$ cat config.mk
export PLATFORM = sky130hd
export DESIGN_NAME = decode_stage
export DESIGN_NICKNAME = d
export VERILOG_FILES = /design/src/rtl/decode_stage_pkg.sv /design/src/rtl/decode_stage_regfile.sv /design/src/rtl/decode_stage.sv
export SDC_FILE = /design/constraint.sdc
export NUM_CORES = 2
export LEC_CHECK = 0
export CORE_MARGIN = 4
export CORE_UTILIZATION = 25
export CTS_CLUSTER_DIAMETER = 100
export DETAILED_ROUTE_END_ITERATION = 10
export DONT_BUFFER_PORTS = 1
export SYNTH_ARGS = -nofsm -noshare
export SYNTH_HDL_FRONTEND = slang
export SYNTH_SLANG_ARGS = --single-unit
export TNS_END_PERCENT = 1
$ cat constraint.sdc
create_clock -name clk_i -period 46.1 [get_ports clk_i]
set_input_delay 9.22 -clock clk_i [delete_from_list [all_inputs] [get_ports clk_i]]
set_output_delay 9.22 -clock clk_i [all_outputs]
set_load 0.02 [all_outputs]
$ cat src/rtl/decode_stage_pkg.sv
// bexkat1 decode definitions: instruction type and write-code enums, plus the
// partial-write merge shared by the register file and the decode bypass path.
package bexkat1Def;

    typedef enum logic [3:0] {
        T_INH    = 4'h0,
        T_PUSH   = 4'h1,
        T_POP    = 4'h2,
        T_CMP    = 4'h3,
        T_MOV    = 4'h4,
        T_INTU   = 4'h5,
        T_INT    = 4'h6,
        T_FPU    = 4'h7,
        T_FP     = 4'h8,
        T_ALU    = 4'h9,
        T_LOAD   = 4'ha,
        T_STORE  = 4'hb,
        T_LDI    = 4'hc,
        T_JUMP   = 4'hd,
        T_BRANCH = 4'he,
        T_RSVD   = 4'hf
    } instr_type_t;

    typedef enum logic [1:0] {
        WC_NONE = 2'd0,
        WC_B    = 2'd1,
        WC_H    = 2'd2,
        WC_W    = 2'd3
    } wcode_t;

    // Widest supported operand; callers widen/truncate around wc_merge.
    localparam int MERGE_W = 64;

    function automatic logic [MERGE_W-1:0] wc_merge(input logic [MERGE_W-1:0] old_v,
                                                    input logic [MERGE_W-1:0] new_v,
                                                    input wcode_t             code);
        logic [MERGE_W-1:0] r;
        r = old_v;
        case (code)
            WC_B:    r[7:0]  = new_v[7:0];
            WC_H:    r[15:0] = new_v[15:0];
            WC_W:    r       = new_v;
            default: r       = old_v;
        endcase
        return r;
    endfunction

endpackage

$ cat src/rtl/decode_stage_regfile.sv
// Architectural register file: two combinational reads, one synchronous write
// that merges byte/halfword/word per write code. Async active-high clear.
module decode_regfile
    import bexkat1Def::*;
#(
    parameter int DATA_W = 32,
    parameter int NREG   = 16,
    localparam int REG_AW = $clog2(NREG)
) (
    input  logic              clk_i,
    input  logic              rst_i,
    input  logic [REG_AW-1:0] rd1_addr_i,
    input  logic [REG_AW-1:0] rd2_addr_i,
    output logic [DATA_W-1:0] rd1_data_o,
    output logic [DATA_W-1:0] rd2_data_o,
    input  logic [1:0]        we_i,
    input  logic [REG_AW-1:0] wr_addr_i,
    input  logic [DATA_W-1:0] wr_data_i
);

    logic [NREG-1:0][DATA_W-1:0] regs_q;
    logic [DATA_W-1:0]           wr_merged;

    assign rd1_data_o = regs_q[rd1_addr_i];
    assign rd2_data_o = regs_q[rd2_addr_i];

    assign wr_merged = DATA_W'(wc_merge(MERGE_W'(regs_q[wr_addr_i]),
                                        MERGE_W'(wr_data_i),
                                        wcode_t'(we_i)));

    always_ff @(posedge clk_i or posedge rst_i) begin
        if (rst_i) begin
            regs_q <= '0;
        end else if (we_i != 2'd0) begin
            regs_q[wr_addr_i] <= wr_merged;
        end
    end

endmodule

$ cat src/rtl/decode_stage.sv
// bexkat1 decode stage: operand select/read, write-code decode, load-use hazard,
// flush/stall handling. Define DECODE_BYPASS_EN to forward same-cycle WB data.
module decode_stage
    import bexkat1Def::*;
#(
    parameter int DATA_W = 32,
    parameter int IR_W   = 64,
    parameter int PC_W   = 32,
    parameter int NREG   = 16,
    localparam int REG_AW = $clog2(NREG)
) (
    input  logic              clk_i,
    input  logic              rst_i,
    input  logic [IR_W-1:0]   ir_i,
    input  logic [PC_W-1:0]   pc_i,
    input  logic              valid_i,
    input  logic [3:0]        bank_i,
    input  logic              stall_i,
    input  logic              flush_i,
    input  logic              ex_load_i,
    input  logic [REG_AW-1:0] ex_dest_i,
    input  logic [1:0]        wb_we_i,
    input  logic [REG_AW-1:0] wb_addr_i,
    input  logic [DATA_W-1:0] wb_data_i,
    output logic [IR_W-1:0]   ir_o,
    output logic [PC_W-1:0]   pc_o,
    output logic              valid_o,
    output logic [3:0]        bank_o,
    output logic [1:0]        reg_write_o,
    output logic [DATA_W-1:0] data1_o,
    output logic [DATA_W-1:0] data2_o,
    output logic              hazard_o
);

    instr_type_t       itype;
    logic [3:0]        op, ra_f, rb_f, rc_f;
    logic [REG_AW-1:0] r1, r2;
    logic              uses1, uses2;
    wcode_t            wc;
    logic [DATA_W-1:0] rf1, rf2, opnd1, opnd2;

    assign itype = instr_type_t'(ir_i[31:28]);
    assign op    = ir_i[27:24];
    assign ra_f  = ir_i[23:20];
    assign rb_f  = ir_i[19:16];
    assign rc_f  = ir_i[15:12];

    always_comb begin
        r1    = rb_f[REG_AW-1:0];
        r2    = rc_f[REG_AW-1:0];
        uses1 = 1'b1;
        uses2 = 1'b1;
        wc    = WC_NONE;
        case (itype)
            T_INTU:                r2 = rb_f[REG_AW-1:0];
            T_CMP, T_STORE, T_LOAD: begin
                r1 = ra_f[REG_AW-1:0];
                r2 = rb_f[REG_AW-1:0];
            end
            default: ;
        endcase
        case (itype)
            T_LDI, T_JUMP, T_BRANCH, T_INH: begin
                uses1 = 1'b0;
                uses2 = 1'b0;
            end
            default: ;
        endcase
        case (itype)
            T_INTU, T_INT, T_LDI, T_LOAD, T_ALU: wc = WC_W;
            T_MOV:   wc = (op == 4'd0) ? WC_W : wcode_t'(op[1:0]);
            default: wc = WC_NONE;
        endcase
    end

    assign hazard_o = valid_i & ex_load_i &
                      ((uses1 & (r1 == ex_dest_i)) | (uses2 & (r2 == ex_dest_i)));

    decode_regfile #(.DATA_W(DATA_W), .NREG(NREG)) u_regfile (
        .clk_i      (clk_i),
        .rst_i      (rst_i),
        .rd1_addr_i (r1),
        .rd2_addr_i (r2),
        .rd1_data_o (rf1),
        .rd2_data_o (rf2),
        .we_i       (wb_we_i),
        .wr_addr_i  (wb_addr_i),
        .wr_data_i  (wb_data_i)
    );

`ifdef DECODE_BYPASS_EN
    logic [DATA_W-1:0] wb1_merged, wb2_merged;
    assign wb1_merged = DATA_W'(wc_merge(MERGE_W'(rf1), MERGE_W'(wb_data_i), wcode_t'(wb_we_i)));
    assign wb2_merged = DATA_W'(wc_merge(MERGE_W'(rf2), MERGE_W'(wb_data_i), wcode_t'(wb_we_i)));
    assign opnd1 = (wb_we_i != 2'd0 && wb_addr_i == r1) ? wb1_merged : rf1;
    assign opnd2 = (wb_we_i != 2'd0 && wb_addr_i == r2) ? wb2_merged : rf2;
`else
    assign opnd1 = rf1;
    assign opnd2 = rf2;
`endif

    logic [IR_W-1:0]   ir_q, ir_d;
    logic [PC_W-1:0]   pc_q, pc_d;
    logic              valid_q, valid_d;
    logic [3:0]        bank_q, bank_d;
    logic [1:0]        rw_q, rw_d;
    logic [DATA_W-1:0] d1_q, d1_d, d2_q, d2_d;

    // flush > stall > hazard > normal; bubbles still latch PC/bank/data (don't-care).
    always_comb begin
        ir_d    = ir_q;
        pc_d    = pc_q;
        valid_d = valid_q;
        bank_d  = bank_q;
        rw_d    = rw_q;
        d1_d    = d1_q;
        d2_d    = d2_q;
        if (flush_i || (!stall_i)) begin
            pc_d   = pc_i;
            bank_d = bank_i;
            d1_d   = opnd1;
            d2_d   = opnd2;
            if (flush_i || hazard_o) begin
                ir_d    = '0;
                valid_d = 1'b0;
                rw_d    = 2'd0;
            end else begin
                ir_d    = ir_i;
                valid_d = valid_i;
                rw_d    = valid_i ? wc : WC_NONE;
            end
        end
    end

    always_ff @(posedge clk_i or posedge rst_i) begin
        if (rst_i) begin
            ir_q    <= '0;
            pc_q    <= '0;
            valid_q <= 1'b0;
            bank_q  <= '0;
            rw_q    <= '0;
            d1_q    <= '0;
            d2_q    <= '0;
        end else begin
            ir_q    <= ir_d;
            pc_q    <= pc_d;
            valid_q <= valid_d;
            bank_q  <= bank_d;
            rw_q    <= rw_d;
            d1_q    <= d1_d;
            d2_q    <= d2_d;
        end
    end

    assign ir_o        = ir_q;
    assign pc_o        = pc_q;
    assign valid_o     = valid_q;
    assign bank_o      = bank_q;
    assign reg_write_o = rw_q;
    assign data1_o     = d1_q;
    assign data2_o     = d2_q;

endmodule

==> results.md <==
* Max Clk Rate at 47.2 MHz
* Layout Skew at 0.0471 ns
* Vias at 30963
* Total track usage at 0.165
* Chip height at 401 um
* Clock Sinks at 679
* Main combinational cell family by area after synthesis: multiplexers
* Layout Nets at 3748
* Post-Synth XOR/XNOR Area at 0.00182
* Last element of the critical path: hazard_o
* Worst Setup SP: ir_i[30]
* Syn Inst Count at 3831
* Period utilization at 0.459
* I/O Buffers at 0
* Most common cell on crit path: buf_4
* DP Wirelength at 79400 um
* Seq/Total Area, Yosys at 0.441
* Psw at 0.780 mW
* Sequential Power Share at 0.441
* Number of max-cap violations at 0
* WL met3 at 15200 um
* Slowest cell delay on critical path at 0.60 ns
* Leakage power at 16.6 nW
* Post-synth top flop: dfrtp_1
* CP arrival at 11.96 ns
* Most common cell after layout, fill and taps aside: nand2_1
* Final worst path period need at 21.18 ns
* Asr flop ratio synth at 1.00
* FP Rows at 143
* Setup Slack @ Placement at 24.91 ns
* DRC Markers at 0
* IO Pins at 316
* Largest net degree at the start of global routing at 144
* Class of the worst hold path: register to register
* GPL Wtd Cong at 0.802
* Post-synthesis compound-gate area fraction at 0.128
* Routed WL at 137000 um
* Simple-gate share of the synthesized area at 0.173
* Vias/cell at 5.44
* Final worst slack at 24.92 ns
* Crit Path Max Fanout at 66
* Reg2reg end: u_regfile.regs_q[424]$_DFFE_PP0P_
* Hold_buf cts at 0
* # Post-CTS Setup Buffers at 0
* Top Metal Used: met4
* CP Launch Type: input port
* Combinational share of power at 0.263
* Sw Ratio at 0.356
* Yosys cell types at 56
* Ant. Diodes at 0
* Setup Viol. Count Final at 0
* Commonest non-fill, non-tap cells in the layout: 770 x nand2_1, 679 x dfrtp_1, 388 x nor2_1
* Layout fillers at 15753
* Actual slew at the worst max-slew pin at 1.22 ns
* Reg-to-reg slack, setup at 43.73 ns
* CTS max path bufs at 3
* Met1 Wirelength at 51600 um
* Status: completed
* Drt wl/cell at 24.1 um
* Slew HR at 0.187
* Synth Area in Adders at 0
* Slew Limit Fails at 0
* Drt first pass iters at 6
* Crit Path Class: input port to output port
* Crit-path cells: nand2b_1 -> nor2_4 -> mux2i_4 -> buf_4 -> xor2_1 -> nand4_1 -> buf_4 -> a21o_1 -> inv_1
* Antenna-violating nets left at 0
* CTS H-tree depth at 3
* Yosys warnings at 0
* Syn Nets at 3979
* Worst r2r path cells at 4
* Total congestion overflow at 0
* Root buffer selected by CTS: clkbuf_16
* Clk_lat worst skew at 0.67 ns
* Initial antenna violation count at 1
* Initial Utilization at 0.253
* Die X at 401 um
* Worst-path clk slew at 0.06 ns
* Share of layout cells above drive strength 1 at 0.168
* Global-route wire length before repair at 204000 um
* Final setup TNS at 0 ns
* Vias in the first global route at 29831
* CTS resizes at 0
* Met2 WL at 64900 um
* Post-synth top area cell: dfrtp_1
* Synth top area cells: dfrtp_1 44%, mux4_2 17%, nand2_1 7.5%
* Area grow syn2layout at 10.3%
* Cell Count, Final, Fillers Out at 5691
* Mux contribution to synthesized area at 0.207
* RSZ-0062 raised after global routing: false
* Req. time, crit path at 36.88 ns
* Critical-path top delay cell: buf_4
* Die Area at 0.160 mm2
* EDFF count, synth at 0
* Placed Cells at 5550
* Core Area at 0.153 mm2
* CTS tree: done
* P_int at 1.41 mW
* Total CTS buffers at 78
* Pwr/cell area at 51.6 mW/mm2
* Peak supply drop at 25.5 uV
* Detailed Route Iter0 Violations at 3299
* Critical path endpoint category: output port
* Synth top area share at 0.441
* Reg2reg start: u_regfile.regs_q[232]$_DFFE_PP0P_
* Clock power share at 0.296
* Layout Utilization at 0.278
* Yosys reg bits at 679
* Netlist Area Pre-Place at 0.0385 mm2
* Syn avg cell area at 10.1 um2
* Final Hold Viols at 0
## area by class of cell
type	count	area (um2)	share of cell area
Tap cell	2030	2540	0.0598
Inverter	3	18.8	0.000442
Sequential cell	679	17000	0.400
Clock inverter	33	429	0.0101
Clock buffer	108	2210	0.0521
Timing Repair Buffer	54	418	0.00983
Multi-Input combinational cell	2784	19900	0.468
## worst max-delay path, delay by kind of cell
family	cells	cell delay (ns)
AND/OR/NAND/NOR	3	0.71
multiplexers	1	0.27
XOR/XNOR	1	0.15
AO/OA/AOI/OAI	1	0.27
buffers and inverters	3	1.30
## routing by layer
metal  vias to the layer above  track usage
li1                      13262            -
met1                     15625        0.206
met2                      1739        0.266
met3                       337       0.0507
met4                         0       0.0658
met5                         -            0
## worst min-delay path by stage
| stage | startpoint | endpoint | slack [ns] | cells after the start |
|---|---|---|---|---|
| 3_5_place_dp | u_regfile.regs_q[63]$_DFFE_PP0P_ | u_regfile.regs_q[63]$_DFFE_PP0P_ | 0.51 | 2 |
| 5_1_grt | u_regfile.regs_q[51]$_DFFE_PP0P_ | u_regfile.regs_q[51]$_DFFE_PP0P_ | 0.55 | 2 |
| 4_1_cts | u_regfile.regs_q[63]$_DFFE_PP0P_ | u_regfile.regs_q[63]$_DFFE_PP0P_ | 0.53 | 2 |
| 2_1_floorplan | u_regfile.regs_q[160]$_DFFE_PP0P_ | u_regfile.regs_q[160]$_DFFE_PP0P_ | 0.48 | 2 |
| 6_report | u_regfile.regs_q[63]$_DFFE_PP0P_ | u_regfile.regs_q[63]$_DFFE_PP0P_ | 0.52 | 2 |
| 3_3_place_gp | u_regfile.regs_q[314]$_DFFE_PP0P_ | u_regfile.regs_q[314]$_DFFE_PP0P_ | 0.50 | 2 |
## cells by family (layout without fill, tap and decap cells)
| group | count (synthesis) | count (layout) |
|---|---|---|
| buf+inv | 368 | 198 |
| compound gates | 800 | 800 |
| mux | 398 | 398 |
| xor+xnor | 8 | 8 |
| simple gates | 1578 | 1578 |
| flops | 679 | 679 |
## power by group through the flow
stage	registers, mW	logic (mW)	clock network (mW)
after floorplan	0.901	0.488	0
after global placement	0.964	0.560	0
after detailed placement	0.974	0.573	0
after CTS	0.965	0.576	0.662
after global routing	0.990	0.635	0.687
final	0.966	0.577	0.649
## synth_stat cells, drive strengths merged (2+ instances only)
| master | count |
|---|---|
| o2111ai | 2 |
| o221ai | 4 |
| and2 | 4 |
| nor3b | 2 |
| nand2 | 772 |
| nor2b | 65 |
| a32oi | 66 |
| a31oi | 32 |
| xnor2 | 4 |
| nand2b | 9 |
| o211ai | 2 |
| clkbuf | 170 |
| nand3b | 3 |
| or3 | 2 |
| nor2 | 402 |
| inv | 3 |
| o22ai | 2 |
| o21ai | 128 |
| o22a | 2 |
| mux2 | 2 |
| o41ai | 2 |
| mux2i | 108 |
| nand4 | 61 |
| o2bb2ai | 2 |
| o21a | 32 |
| nor3 | 6 |
| a22oi | 65 |
| mux4 | 288 |
| nand3 | 250 |
| a22o | 2 |
| a21oi | 450 |
| a32o | 2 |
| xor2 | 4 |
| dfrtp | 679 |
| a2bb2oi | 2 |
| buf | 195 |
## registers in the layout, indices dropped and copies added, names as in the netlist
name,count
ir_o,64
bank_o,4
data2_o,32
u_regfile.regs_q,512
pc_o,32
reg_write_o,2
data1_o,32
valid_o,1
## stage by stage
step	hold slack, ns	instance area (um2)	power (mW)
3_5_place_dp	0.512	39900	1.55
4_1_cts	0.526	42500	2.20
6_report	0.524	42500	2.19
5_1_grt	0.549	42500	2.31
2_1_floorplan	0.482	38500	1.39
3_3_place_gp	0.499	39900	1.52
(Power assumes the default switching activity.)
